==> src/rtl/lzd_scheduler.sv <==
// Round-robin scheduler sharing one leading-one detector/normalizer among N_REQ requesters.
// Latency: grant cycle, one calc cycle, result held in OUT until res_ready; requesters wait while busy.
module lzd_scheduler #(
  parameter int N_REQ = 4,
  parameter int WIDTH = 32
) (
  input  logic                       clk,
  input  logic                       rst_l,
  input  logic [N_REQ-1:0]           req_valid,
  input  logic [N_REQ*WIDTH-1:0]     req_data,
  output logic [N_REQ-1:0]           req_ready,
  output logic                       res_valid,
  input  logic                       res_ready,
  output logic [$clog2(WIDTH)-1:0]   res_index,
  output logic                       res_zero,
  output logic [WIDTH-1:0]           res_norm,
  output logic [$clog2(N_REQ)-1:0]   res_tag,
  output logic                       busy
);

  localparam int IW = $clog2(WIDTH);
  localparam int TW = $clog2(N_REQ);

  generate
    if (N_REQ < 2 || N_REQ > 8) begin : g_bad_nreq
      $error("lzd_scheduler: N_REQ must be 2..8");
    end
    if (WIDTH < 8 || WIDTH > 64 || (1 << IW) != WIDTH) begin : g_bad_width
      $error("lzd_scheduler: WIDTH must be a power of two in 8..64");
    end
  endgenerate

  typedef enum logic [1:0] {
    IDLE = 2'd0,
    CALC = 2'd1,
    OUT  = 2'd2
  } state_t;

  typedef struct packed {
    logic [TW-1:0]    tag;
    logic [IW-1:0]    index;
    logic             zero;
    logic [WIDTH-1:0] norm;
  } res_t;

  state_t           state, state_nxt;
  logic [TW-1:0]    rr_ptr;
  logic [TW-1:0]    grant_idx;
  logic             grant_found;
  logic [N_REQ-1:0] grant_onehot;
  logic [WIDTH-1:0] op_sel;
  logic [WIDTH-1:0] op_q;
  logic [TW-1:0]    tag_q;
  logic [IW-1:0]    lzd_index;
  logic             lzd_zero;
  logic [WIDTH-1:0] lzd_norm;
  res_t             res_q;

  // Search upward from rr_ptr with wrap; the first valid requester wins.
  always_comb begin
    int cand;
    cand        = 0;
    grant_found = 1'b0;
    grant_idx   = '0;
    for (int k = 0; k < N_REQ; k++) begin
      cand = int'(rr_ptr) + k;
      if (cand >= N_REQ) cand = cand - N_REQ;
      if (!grant_found && req_valid[cand]) begin
        grant_found = 1'b1;
        grant_idx   = TW'(cand);
      end
    end
  end

  assign grant_onehot = N_REQ'(1) << grant_idx;
  assign op_sel       = req_data[int'(grant_idx)*WIDTH +: WIDTH];

  // Leading-one detector on the captured operand; a zero operand shifts to zero.
  always_comb begin
    lzd_index = '0;
    for (int i = 0; i < WIDTH; i++) begin
      if (op_q[i]) lzd_index = IW'(i);
    end
    lzd_zero = ~|op_q;
    lzd_norm = op_q << (IW'(WIDTH-1) - lzd_index);
  end

  always_ff @(posedge clk or negedge rst_l) begin
    if (!rst_l) begin
      state <= IDLE;
    end else begin
      state <= state_nxt;
    end
  end

  always_comb begin
    state_nxt = state;
    case (state)
      IDLE:    if (grant_found) state_nxt = CALC;
      CALC:    state_nxt = OUT;
      OUT:     if (res_ready) state_nxt = IDLE;
      default: state_nxt = IDLE;
    endcase
  end

  always_comb begin
    req_ready = '0;
    res_valid = 1'b0;
    busy      = 1'b0;
    case (state)
      IDLE: begin
        if (rst_l && grant_found) req_ready = grant_onehot;
      end
      CALC: busy = 1'b1;
      OUT: begin
        busy      = 1'b1;
        res_valid = 1'b1;
      end
      default: busy = 1'b1;
    endcase
  end

  // Operand and tag are sampled only on the grant edge, so later req_data changes cannot leak in.
  always_ff @(posedge clk or negedge rst_l) begin
    if (!rst_l) begin
      rr_ptr <= '0;
      op_q   <= '0;
      tag_q  <= '0;
    end else if (state == IDLE && grant_found) begin
      op_q   <= op_sel;
      tag_q  <= grant_idx;
      rr_ptr <= (grant_idx == TW'(N_REQ-1)) ? '0 : grant_idx + 1'b1;
    end
  end

  always_ff @(posedge clk or negedge rst_l) begin
    if (!rst_l) begin
      res_q <= '0;
    end else if (state == CALC) begin
      res_q.tag   <= tag_q;
      res_q.index <= lzd_index;
      res_q.zero  <= lzd_zero;
      res_q.norm  <= lzd_norm;
    end
  end

  assign res_index = res_q.index;
  assign res_zero  = res_q.zero;
  assign res_norm  = res_q.norm;
  assign res_tag   = res_q.tag;

endmodule

==> config.mk <==
export PLATFORM = sky130hd
export DESIGN_NAME = lzd_scheduler
export DESIGN_NICKNAME = d
export VERILOG_FILES = /design/src/rtl/lzd_scheduler.sv
export SDC_FILE = /design/constraint.sdc
export NUM_CORES = 1
export LEC_CHECK = 0
export BUFFER_PORTS_ARGS = -buffer_cell sky130_fd_sc_hd__clkbuf_2
export CAP_MARGIN = 10
export CORE_MARGIN = 10
export CORE_UTILIZATION = 23
export CTS_CLUSTER_DIAMETER = 30
export DETAILED_ROUTE_END_ITERATION = 7
export GPL_ROUTABILITY_DRIVEN = 0
export GPL_TIMING_DRIVEN = 0
export PLACE_DENSITY = 0.48
export SYNTH_ARGS = -nofsm -noshare
export SYNTH_HDL_FRONTEND = slang
export SYNTH_SLANG_ARGS = --single-unit
==> constraint.sdc <==
create_clock -name clk -period 7.4 [get_ports clk]
set_input_delay 1.48 -clock clk [delete_from_list [all_inputs] [get_ports clk]]
set_output_delay 1.48 -clock clk [all_outputs]
set_load 0.05 [all_outputs]
After elaboration in Yosys (flattened, before gate mapping)

Index checks and enable logic that the tools add are counted.

Output and inout port bits: 46
Bits in registers: 78

Mux-type cells: 63
Equality and inequality tests: 5
Shift operators: 3
Add/subtract/negate cells: 9
$lt $le $gt $ge: 8
Reduce and logical (&&, ||, !) cells: 12

Operators by type and width:

| cell                  | number |
|---|---|
| $mux W5               | 30 |
| $lt A32 B4 Y1 const B | 4 |
| $mux W32              | 4 |
| $shiftx A128 B8 Y32   | 1 |
| $reduce_or A32 Y1     | 1 |
| $shl A32 B5 Y32       | 1 |
| $mux W1               | 15 |
| $mux W2               | 7 |
| $sub A3 B3 Y4 const B | 3 |
| $ge A3 B3 Y1 const B  | 3 |
| $bmux W1 S2           | 4 |
| $mux W4               | 2 |
| $add A2 B2 Y3 const B | 2 |
| $pmux W2 S3           | 1 |
| $logic_and A1 B1 Y1   | 5 |
| $sub A5 B5 Y5 const A | 1 |
| $eq A2 B2 Y1 const B  | 2 |
| $logic_not A1 Y1      | 4 |
| $ne A2 B2 Y1 const B  | 2 |
| $shl A1 B2 Y4 const A | 1 |
| $sub A2 B3 Y4 const B | 1 |
| $add A2 B1 Y3 const B | 1 |
| $ge A2 B3 Y1 const B  | 1 |
| $add A2 B1 Y2 const B | 1 |
| 3 further kinds       | 3 |

Longest topological paths before layout

Gate-level depths: netlist (run 1).

Word-level depth: 33
Gate-level depth with buffers: 12

Worst setup path after synthesis (run 1)

OpenSTA, ideal clock, no wires.

Path kind: in2out
From: in req_valid[0]
To: out req_ready[3]
Arrival: 3.371 ns
Stages on the path: 10
Required time: 5.920 ns
Slack: 2.549 ns
Cells stage by stage: inv_1 -> nor2_1 -> a21oi_1 -> nor2_1 -> a211o_1 -> inv_1 -> clkbuf_1 -> clkbuf_1 -> ha_1 -> and3_1

Word-level cells in the longest chain between the ends: 16
Elaborated cells between the ends (all ways): 30
Those cells by class: 1 x shift; 22 x mux; 7 x reduce/logical

Ends and longest elaborated chain:

| element                                    | line | source |
|---|---|---|
| start, declared                            | 9    | `input logic [N_REQ-1:0] req_valid,` |
| $bmux W1 S2                                | 68   | `if (!grant_found && req_valid[cand]) begin` |
| $mux W1 (not written as such) (2 in a row) | 68   |  |
| $mux W1                                    | 68   |  |
| $logic_not A1 Y1                           | 68   |  |
| $logic_and A1 B1 Y1                        | 68   |  |
| $mux W1                                    | 68   |  |
| $logic_not A1 Y1                           | 68   |  |
| $logic_and A1 B1 Y1                        | 68   |  |
| $mux W1                                    | 68   |  |
| $logic_not A1 Y1                           | 68   |  |
| $logic_and A1 B1 Y1                        | 68   |  |
| $mux W2 *                                  | 68   |  |
| via grant_idx[0]                           | 48   | `logic [TW-1:0] grant_idx;` |
| $shl A1 B2 Y4 *                            | 75   | `assign grant_onehot = N_REQ'(1) << grant_idx;` |
| $mux W4 *                                  | 112  | `if (rst_l && grant_found) req_ready = grant_onehot;` |
| $mux W4 *                                  | 110  | `case (state)` |
| end, declared                              | 11   | `output logic [N_REQ-1:0] req_ready,` |

The timed path passes the listed nets; every way through them passes the cells marked *. The select of a mux whose other input is x is not followed.

Worst setup path in the final report (run 1)

Ends and elaborated chain as after synthesis.

==> reports/metrics.yaml, run 1 <==
run_status: "finished, final reports clean"
layout_common_cells: "clkbuf_2 (179), nand2_1 (145), nor2_1 (124)"
power.share.clock_pct: 11.5
syn_area_mm2: 0.005699
fmax_ghz: 0.1856
cts_tree: "done"
syn_to_final_growth_pct: 29.11
core_area_mm2: 0.02432
clk_latency_ps: 340
fin_crit_ps: 5389
grt_pass1_vias: 6408
initial_core_util_pct: 23.43
yosysWarnings: 0
antenna_cells: 0
worstMarginPinSlew_ps: 889.5
switching_share_pct: 54.14
port_buffers: 180
die_h_um: 177.4
arrival_ps: 3910
cts_resized: 0
p_total_mw: 4.198
synth.ff_latch_count: 78
cts_setup_buffers: 0
crit_path_end_kind: "output pin"
multi_input_area_mm2: 0.003480
ant_nets: 0
fin_ws_ps: 2011
cts_htree_levels: 3
ctsHoldBuffers: 0
firstDrtPassIters: 5
cp_max_fo: 11
clockBufferDepth: 2
regArea_mm2: 0.001952
grt_antenna_before_repair: 0
syn-instance-count: 753
rows: 57
dp_hpwl_mm: 18.50
max_slew_margin_pct: 40.70
routed_wl_mm: 22.42
p_sw_mw: 2.273
synth_edf_count: 0
grt.overflow.total: 0
yosysSeqAreaShare_pct: 34.25
crit_path_start_kind: "input port"
peakVddDrop_mv: 0.2198
postSynthAreaPerCell_um2: 7.569
cts.clk_slew.worst_paths_ps: 50
worstSetupPathType: "input port to output pin"
power_density_mw_per_mm2: 570.6
hold_path_class: "register to register"
tns_ps: 0
wl_per_cell_um: 17.62
synth_fp_nets: 892
dpl_cell_area_mm2: 0.007036
slowest_delay_ps: 450
synth_flop_cell: "dfrtp_1"
drv_slew: 0
finalSetupViolCount: 0
cp.required_ps: 5920
rsz0062_at_grt: "no"
root_buffer: "clkbuf_16"
drc: 0
seq_power_share_pct: 20.4
mostFrequentLayoutCell: "clkbuf_2"
yosys.cell_types.count: 52
grt_pass1_wl_mm: 35.61
grtUsageTotal_pct: 14.09
drt_iter0_drc: 357
cap_viol_max_count: 0
fin_crit_sh_pct: 72.82
p_leak_nw: 3.539
cts_made_buffers: 9
p_int_mw: 1.925
final_cell_area_mm2: 0.007358
ios: 181
die_w_um: 177.4
grt_max_degree: 58
dp_slack_ps: 1983
hold_viol_final: 0
clock-sinks: 78
critPathSlowestCell: "clkbuf_1"
synthArstFlopShare_pct: 100.0
dieArea_mm2: 0.03148
drive_gt1_share_pct: 23.81
fillers: 2707
worstPathCellList: "clkbuf_2 -> inv_1 -> nor2_1 -> a21oi_1 -> nor2_1 -> a211o_1 -> inv_1 -> clkbuf_1 -> clkbuf_1 -> ha_1 -> and3_1 -> clkbuf_2"
fin_skew_ps: 5.110
vias_per_cell: 4.780
nNetsFinal: 1084
combPwrFrac_pct: 68.1
vias: 6085
-- cell families (layout without fill, tap and decap cells) --
group	count (synthesis)	count (layout)	share of synthesized area (%)
AO/OA/AOI/OAI	171	171	19.19
adder cells (fa/ha/maj)	4	4	0.8782
buffers and inverters	69	265	4.698
flip-flops	78	78	34.25
multiplexers	75	75	14.62
AND/OR/NAND/NOR	356	356	26.37
-- synth_stat cells (all sizes together), types with 6 or more instances --
library cell  instances  area (um2)
nand2               145       544.3
nor2                124       465.5
o21ai                85       429.2
dfrtp                78        1952
mux2i                55       563.0
clkbuf               47       176.4
nand3                42       210.2
mux2                 16       180.2
a21oi                15       78.83
inv                  13       48.80
buf                   9       42.54
nor4                  9       56.30
a22o                  8       70.07
nor3                  7       35.03
o211ai                7       66.31
o22a                  7       61.31
a211oi                6       45.04
a221oi                6       52.55
and2                  6       37.54
-- metal layers --
metal  track usage, %  share of wire (%)
met1            18.43                 46
met3            4.547                8.2
met5                0                  0
met2            22.18                 45
met4            3.057                1.1
-- flip-flops by register name, indices dropped and copies added (netlist names) --
signal and cells:
op_q 32, res_index 5, res_norm 32, res_tag 2, res_zero 1, rr_ptr 2
state 2, tag_q 2
-- final timing paths --
path | startpoint | end | slack (ps) | depth (start not counted)
max | req_valid[0] | req_ready[3] | 2010 | 12
min | res_tag[1] | res_tag[1] | 470 | 2
max reg2reg | op_q[21] | res_norm[30] | 3890 | 10
min reg2reg | res_tag[1] | res_tag[1] | 470 | 2
max in group asynchronous | rst_l | op_q[16] | 5700 | 2
min in group asynchronous | rst_l | res_norm[10] | 1080 | 1
-- critical path, delay by kind of cell --
kind            cells  cell delay (ps)
buf+inv             6             1450
compound gates      2              470
simple gates        3              260
fa+ha+maj           1              250
-- final cells by class --
class / instances / share of cell area [%]
Buffer: 56 / 2.976
Sequential cell: 78 / 26.53
Tap cell: 324 / 5.509
Timing Repair Buffer: 181 / 12.65
Clock inverter: 4 / 0.9522
Multi-Input combinational cell: 606 / 47.29
Inverter: 13 / 0.6632
Clock buffer: 11 / 3.435
-- power groups by stage --
stage / sequential [mW] / clock [mW] / combinational [mW]
6_report: 0.858 / 0.482 / 2.86
5_1_grt: 0.896 / 0.510 / 3.12
4_1_cts: 0.859 / 0.494 / 2.87
3_5_place_dp: 0.867 / 0 / 2.86
3_3_place_gp: 0.859 / 0 / 2.85
2_1_floorplan: 1.15 / 0 / 1.73
-- per-stage QoR --
step / cells / utilization, % / hold WS, ps
after floorplan: 753 / - / 438.6
after global placement: 1257 / 28.81 / 461.5
after detailed placement: 1258 / 28.93 / 465.6
after CTS: 1273 / 30.26 / 479.1
after global routing: 1273 / 30.26 / 493.2
final: 1273 / 30.26 / 473.4
Note: power is estimated with default switching activity, not from simulation.
==> run 2: changes to the inputs <==
--- a/config.mk
+++ b/config.mk
@@ -13,7 +13,7 @@
 export DETAILED_ROUTE_END_ITERATION = 7
 export GPL_ROUTABILITY_DRIVEN = 0
 export GPL_TIMING_DRIVEN = 0
-export PLACE_DENSITY = 0.48
+export PLACE_DENSITY = 0.5
 export SYNTH_ARGS = -nofsm -noshare
 export SYNTH_HDL_FRONTEND = slang
 export SYNTH_SLANG_ARGS = --single-unit
==> constraint.sdc (replaced) <==
create_clock -name clk -period 4.5 [get_ports clk]
set_input_delay 0.9 -clock clk [delete_from_list [all_inputs] [get_ports clk]]
set_output_delay 0.9 -clock clk [all_outputs]
set_load 0.05 [all_outputs]
==> reports/metrics.yaml, run 2 (synthesis gave the netlist of run 1 again) <==
drt_iter0_drc: 363  # +1.7%
clk_latency_ps: 350  # about the same
drive_gt1_share_pct: 23.89  # +0.080 points
tns_ps: 0  # unchanged
die_w_um: 177.4  # unchanged
cts_tree: "done"
mostFrequentLayoutCell: "clkbuf_2"
vias_per_cell: 4.699  # -1.7%
die_h_um: 177.4  # unchanged
routed_wl_mm: 22.38  # -0.20%
dieArea_mm2: 0.03148  # unchanged
fin_crit_ps: 4177
hold_path_class: "register to register"
grt.overflow.total: 0  # unchanged
firstDrtPassIters: 5  # unchanged
grt_max_degree: 60  # +3.4%
nNetsFinal: 1084  # unchanged
vias: 5986  # -1.6%
grt_pass1_vias: 6323  # -1.3%
grt_pass1_wl_mm: 35.40  # -0.60%
drc: 0  # unchanged
p_leak_nw: 3.539  # about the same
initial_core_util_pct: 23.43  # unchanged
worstSetupPathType: "input port to output pin"
layout_common_cells: "clkbuf_2 (179), nand2_1 (145), nor2_1 (124)"
cpLargestDelayFamily: "buffers and inverters"
rows: 57  # unchanged
critPathSlowestCell: "clkbuf_1"
root_buffer: "clkbuf_16"
fmax_ghz: 0.2394
fin_crit_sh_pct: 92.83
syn_to_final_growth_pct: 29.31
crit_path_end_kind: "output pin"
antenna_cells: 0  # unchanged
run_status: "finished, final reports clean"
max_slew_margin_pct: 49.27  # +8.6 points
wl_per_cell_um: 17.57  # -0.27%
ctsHoldBuffers: 0  # unchanged
cp_num_buf_inv: 6  # unchanged
ios: 181  # unchanged
worstPathCellList: "clkbuf_2 -> inv_1 -> nor2_1 -> a21oi_1 -> nor2_1 -> a211o_1 -> inv_1 -> clkbuf_1 -> clkbuf_1 -> ha_1 -> and3_1 -> clkbuf_2"
ant_nets: 0  # unchanged
drv_slew: 0  # unchanged
arrival_ps: 3280  # -630 ps
clockBufferDepth: 2  # unchanged
port_buffers: 180  # unchanged
dp_hpwl_mm: 18.35  # -0.82%
grtUsageTotal_pct: 14.11  # +0.022 points
cp.required_ps: 3600  # -2320 ps
core_area_mm2: 0.02432  # unchanged
cts_resized: 0  # unchanged
finalNonFillerCells: 1274  # +0.079%
crit_path_start_kind: "input port"
peakVddDrop_mv: 0.3922  # +78%
rsz0062_at_grt: "no"
cp_max_fo: 11  # unchanged
cts_setup_buffers: 0  # unchanged
cts_made_buffers: 9  # unchanged
slowest_delay_ps: 460  # about the same
finalSetupViolCount: 0  # unchanged
cts.clk_slew.worst_paths_ps: 60  # about the same
worstMarginPinSlew_ps: 741.7  # -147.8 ps
hold_viol_final: 0  # unchanged
power_density_mw_per_mm2: 941.8  # +65%
cap_viol_max_count: 0  # unchanged
fin_skew_ps: 6.985  # +1.875 ps
grt_antenna_before_repair: 0  # unchanged
placed_cells_incl_taps: 1258  # unchanged
cts_htree_levels: 3  # unchanged
clock-sinks: 78  # unchanged
==> run 2: changes by cell type in the layout (fill, tap and decap cells not counted), sizes merged <==
cell and change:
clkinvlp +1
==> run 2: per-stage QoR <==
stage	utilization [%]	power [mW]	instance area [um2]	hold slack, ps	setup slack, ps
3_5_place_dp	28.93	6.108	7036	461.9	293.1
6_report	30.30	6.941	7370	471.5	322.5
5_1_grt	30.30	7.496	7370	492.8	36.86
3_3_place_gp	28.81	6.092	7005	456.1	286.2
4_1_cts	30.30	6.959	7370	476.6	269.1
2_1_floorplan	-	4.724	5699	438.6	808.6
==> run 2: area by class of cell <==
type,count,area [um2]
buffer,56,219.0
clock buffer,11,252.7
clock inverter,5,81.33
fill,2687,16950
inverter,13,48.80
multi-input combinational,606,3480
sequential,78,1952
tap,324,405.4
timing repair buffer,181,930.9
==> run 2: metal layers <==
metal	share of wire, %	up-vias	track usage [%]	routed length, um
li1	-	3017	-	-
met1	47	2741	18.63	10530
met2	44	214	22.13	9902
met3	7.9	14	4.632	1759
met4	0.85	0	2.675	190
met5	0	-	0	0
==> run 2: path summary, 6_finish.rpt <==
path | from | endpoint | slack (ps) | cells past startpoint
setup / recovery | req_valid[0] | req_ready[3] | 320 | 12
hold / removal | tag_q[0] | res_tag[0] | 470 | 2
setup reg to reg | op_q[21] | res_norm[30] | 930 | 10
hold reg to reg | tag_q[0] | res_tag[0] | 470 | 2
max in group asynchronous | rst_l | op_q[28] | 3400 | 2
min in group asynchronous | rst_l | res_norm[18] | 490 | 1
==> run 2: tightest hold or removal path: stages (launching register included) <==
cell	delay (ps)
dfrtp_1	340
nand2_1	50
nand2_1	50
==> run 2: power by group <==
group | leakage [nW] | switching, mW | internal, mW
clock | 0.162 | 0.299 | 0.516
sequential | 0.935 | 0.357 | 1.06
combinational | 2.44 | 3.11 | 1.60
==> run 3: changes to the inputs <==
--- a/config.mk
+++ b/config.mk
@@ -5,6 +5,7 @@
 export SDC_FILE = /design/constraint.sdc
 export NUM_CORES = 1
 export LEC_CHECK = 0
+export ABC_AREA = 1
 export BUFFER_PORTS_ARGS = -buffer_cell sky130_fd_sc_hd__clkbuf_2
 export CAP_MARGIN = 10
 export CORE_MARGIN = 10
@@ -14,6 +15,7 @@
 export GPL_ROUTABILITY_DRIVEN = 0
 export GPL_TIMING_DRIVEN = 0
 export PLACE_DENSITY = 0.5
+export SKIP_CTS_REPAIR_TIMING = 1
 export SYNTH_ARGS = -nofsm -noshare
 export SYNTH_HDL_FRONTEND = slang
 export SYNTH_SLANG_ARGS = --single-unit
==> constraint.sdc (replaced) <==
create_clock -name clk -period 3.7 [get_ports clk]
set_input_delay 0.74 -clock clk [delete_from_list [all_inputs] [get_ports clk]]
set_output_delay 0.74 -clock clk [all_outputs]
set_load 0.05 [all_outputs]
==> reports/metrics.yaml, run 3 <==
run_status: "finished, final reports clean"
crit_path_start_kind: "register"
slowest_delay_ps: 330  # -130 ps
finalSetupViolCount: 0  # unchanged
arrival_ps: 2810  # -470 ps
fin_crit_ps: 3553
grt.overflow.total: 0  # unchanged
drive_gt1_share_pct: 24.12  # +0.22 points
yosysWarnings: 0  # unchanged
synth_flop_cell: "dfrtp_1"
postSynthAreaPerCell_um2: 6.653  # -12%
cts_tree: "done"
initial_core_util_pct: 23.54  # +0.10 points
yosysMostFrequentCell: "nand3_1"
cts.clk_slew.worst_paths_ps: 60  # about the same
finalNonFillerCells: 1433  # +12%
ant_nets: 0  # unchanged
synth.area.mux_share_pct: 2.687  # -12 points
cap_viol_max_count: 0  # unchanged
hold_path_class: "input port to async pin"
regToRegSetupSlack_ps: 390  # -540 ps
synth_fp_nets: 1035  # +16%
synth-xor-area-share_pct: 0.1469  # +0.15 points
mostFrequentLayoutCell: "nand3_1"
hold_ws_ps: 343.6  # -127.9 ps
worstSetupPathType: "register to output pin"
synth_top_family_by_area: "simple AND/OR/NAND/NOR gates"
grtUsageTotal_pct: 15.75  # +1.6 points
worst-r2r-cell-count: 23  # +13
drc: 0  # unchanged
critPathSlowestCell: "dfrtp_1"
die_w_um: 181.0  # +2.0%
grt_antenna_before_repair: 0  # unchanged
grt_pass1_wl_mm: 41.37  # +17%
yosysSeqAreaShare_pct: 32.75  # -1.5 points
grt_max_degree: 56  # -6.7%
placed_cells_incl_taps: 1407  # +12%
routed_wl_mm: 26.86  # +20%
antenna_cells: 0  # unchanged
rows: 58  # +1.8%
fmax_ghz: 0.2815
firstDrtPassIters: 5  # unchanged
synth_compound_area_share_pct: 14.21  # -5.0 points
vias: 7118  # +19%
hold_viol_final: 0  # unchanged
cts_made_buffers: 9  # unchanged
root_buffer: "clkbuf_16"
crit_path_end_kind: "output pin"
cp.required_ps: 2960  # -640 ps
syn-instance-count: 896  # +19%
cts_htree_levels: 3  # unchanged
rr_startpoint: "op_q[2]"
yosys.cell_types.count: 39  # -25%
synth_simple_gate_area_share_pct: 40.97  # +15 points
cp_max_fo: 7  # -4
synth_edf_count: 0  # unchanged
vias_per_cell: 4.967  # +5.7%
netlist.area_leader.share_pct: 32.75  # -1.5 points
worstMarginPinSlew_ps: 841.1  # +99.37 ps
worstPathCellList: "clkbuf_4 -> inv_1 -> or2_2 -> o21ai_1 -> nor2_1 -> nor2_2 -> nand3_2 -> nor2_4 -> nor2_1 -> nand2_1 -> nand3_4 -> clkinvlp_4 -> ha_1 -> nand2_1 -> nor2_2 -> buf_6"
dieArea_mm2: 0.03276  # +4.1%
clock-sinks: 78  # unchanged
clockBufferDepth: 2  # unchanged
synthArstFlopShare_pct: 100.0  # unchanged
core_area_mm2: 0.02533  # +4.1%
synth_fa_ha_area_share_pct: 0.8396  # -0.039 points
fin_skew_ps: 9.738  # +2.753 ps
ys_top_cells_by_area: "dfrtp_1 (33%), nand3_1 (19%), nand2_1 (12%)"
ios: 181  # unchanged
grt_pass1_vias: 7253  # +15%
r2r-end: "res_norm[26]"
die_h_um: 181.0  # +2.0%
synth.ff_latch_count: 78  # unchanged
yosys-top-cells-count: "nand3_1 (224), nand2_1 (189), nor2_1 (98)"
syn_area_mm2: 0.005961  # +4.6%
nNetsFinal: 1238  # +14%
layout_common_cells: "nand3_1 (222), nand2_1 (188), clkbuf_2 (175)"
drv_slew: 0  # unchanged
drt_iter0_drc: 734  # +100%
port_buffers: 180  # unchanged
synth_largest_area_cell: "dfrtp_1"
fin_crit_sh_pct: 96.03
max_slew_margin_pct: 43.55  # -5.7 points
dp_hpwl_mm: 21.89  # +19%
wl_per_cell_um: 18.75  # +6.7%
syn_to_final_growth_pct: 31.61
clk_latency_ps: 360  # about the same
## run 3: changes by cell type after synthesis, sizes merged, moves of 11 or more
cell    change
o221ai     +11
nor2       -26
o21ai      -29
mux2i      -39
nand3     +183
nand2      +47
mux2       -16
inv        +45
or2        +18
## run 3: metrics by stage
step / utilization [%] / area [um2] / worst slack, ps / setup TNS (ps)
floorplan: - / 5971 / 3.295 / 0
global placement: 28.76 / 7284 / -692.6 / -2615
detailed placement: 28.88 / 7315 / -633.6 / -2359
CTS: 30.16 / 7637 / -785.9 / -2968
global route: 30.98 / 7845 / -76.20 / -113.4
finish: 30.98 / 7845 / 147.0 / 0
## run 3: how the worst max path moves through the flow
stage,slack (ps),to,cells after the start,from
6_report,150,req_ready[1],16,rr_ptr[0]
5_1_grt,-80,req_ready[1],16,rr_ptr[0]
3_3_place_gp,-690,req_ready[2],15,req_valid[0]
2_1_floorplan,3,req_ready[2],13,req_valid[0]
3_5_place_dp,-630,req_ready[2],15,req_valid[0]
4_1_cts,-790,req_ready[2],16,rr_ptr[0]
## run 3: final cells by class
type	instances	area [um2]
clock inverter	4	70.07
multi-input combinational	698	3561
timing repair buffer	194	1067
sequential	78	1952
clock buffer	11	252.7
fill	2861	17480
inverter	61	236.5
tap	330	412.9
buffer	57	292.8
## run 3: routing by layer
metal	vias to the layer above	GRT usage, %	routed length [um]
li1	3489	-	-
met1	3258	21.24	12330
met3	35	4.575	2310
met5	-	0	0
met2	336	23.52	11620
met4	0	5.109	601
## run 3: logic make-up (layout without fill, tap and decap cells)
family          count (synthesis)  after routing
compound gates                131            131
xor+xnor                        1              1
fa+ha+maj                       4              4
buf+inv                       120            327
flops                          78             78
mux                            16             16
simple gates                  546            546
## run 3: critical path: cells and delay by family (launching register included)
kind | cells | cell delay [ps]
AOI/OAI and AO/OA | 1 | 110
and+or+nand+nor | 10 | 1240
buffers and inverters | 4 | 610
adders and majority gates | 1 | 150
DFF | 1 | 330
Power of run 3 is left out: the tool's default activity adds up to more than one toggle a clock period on the data nets, which glitch-free logic cannot reach.
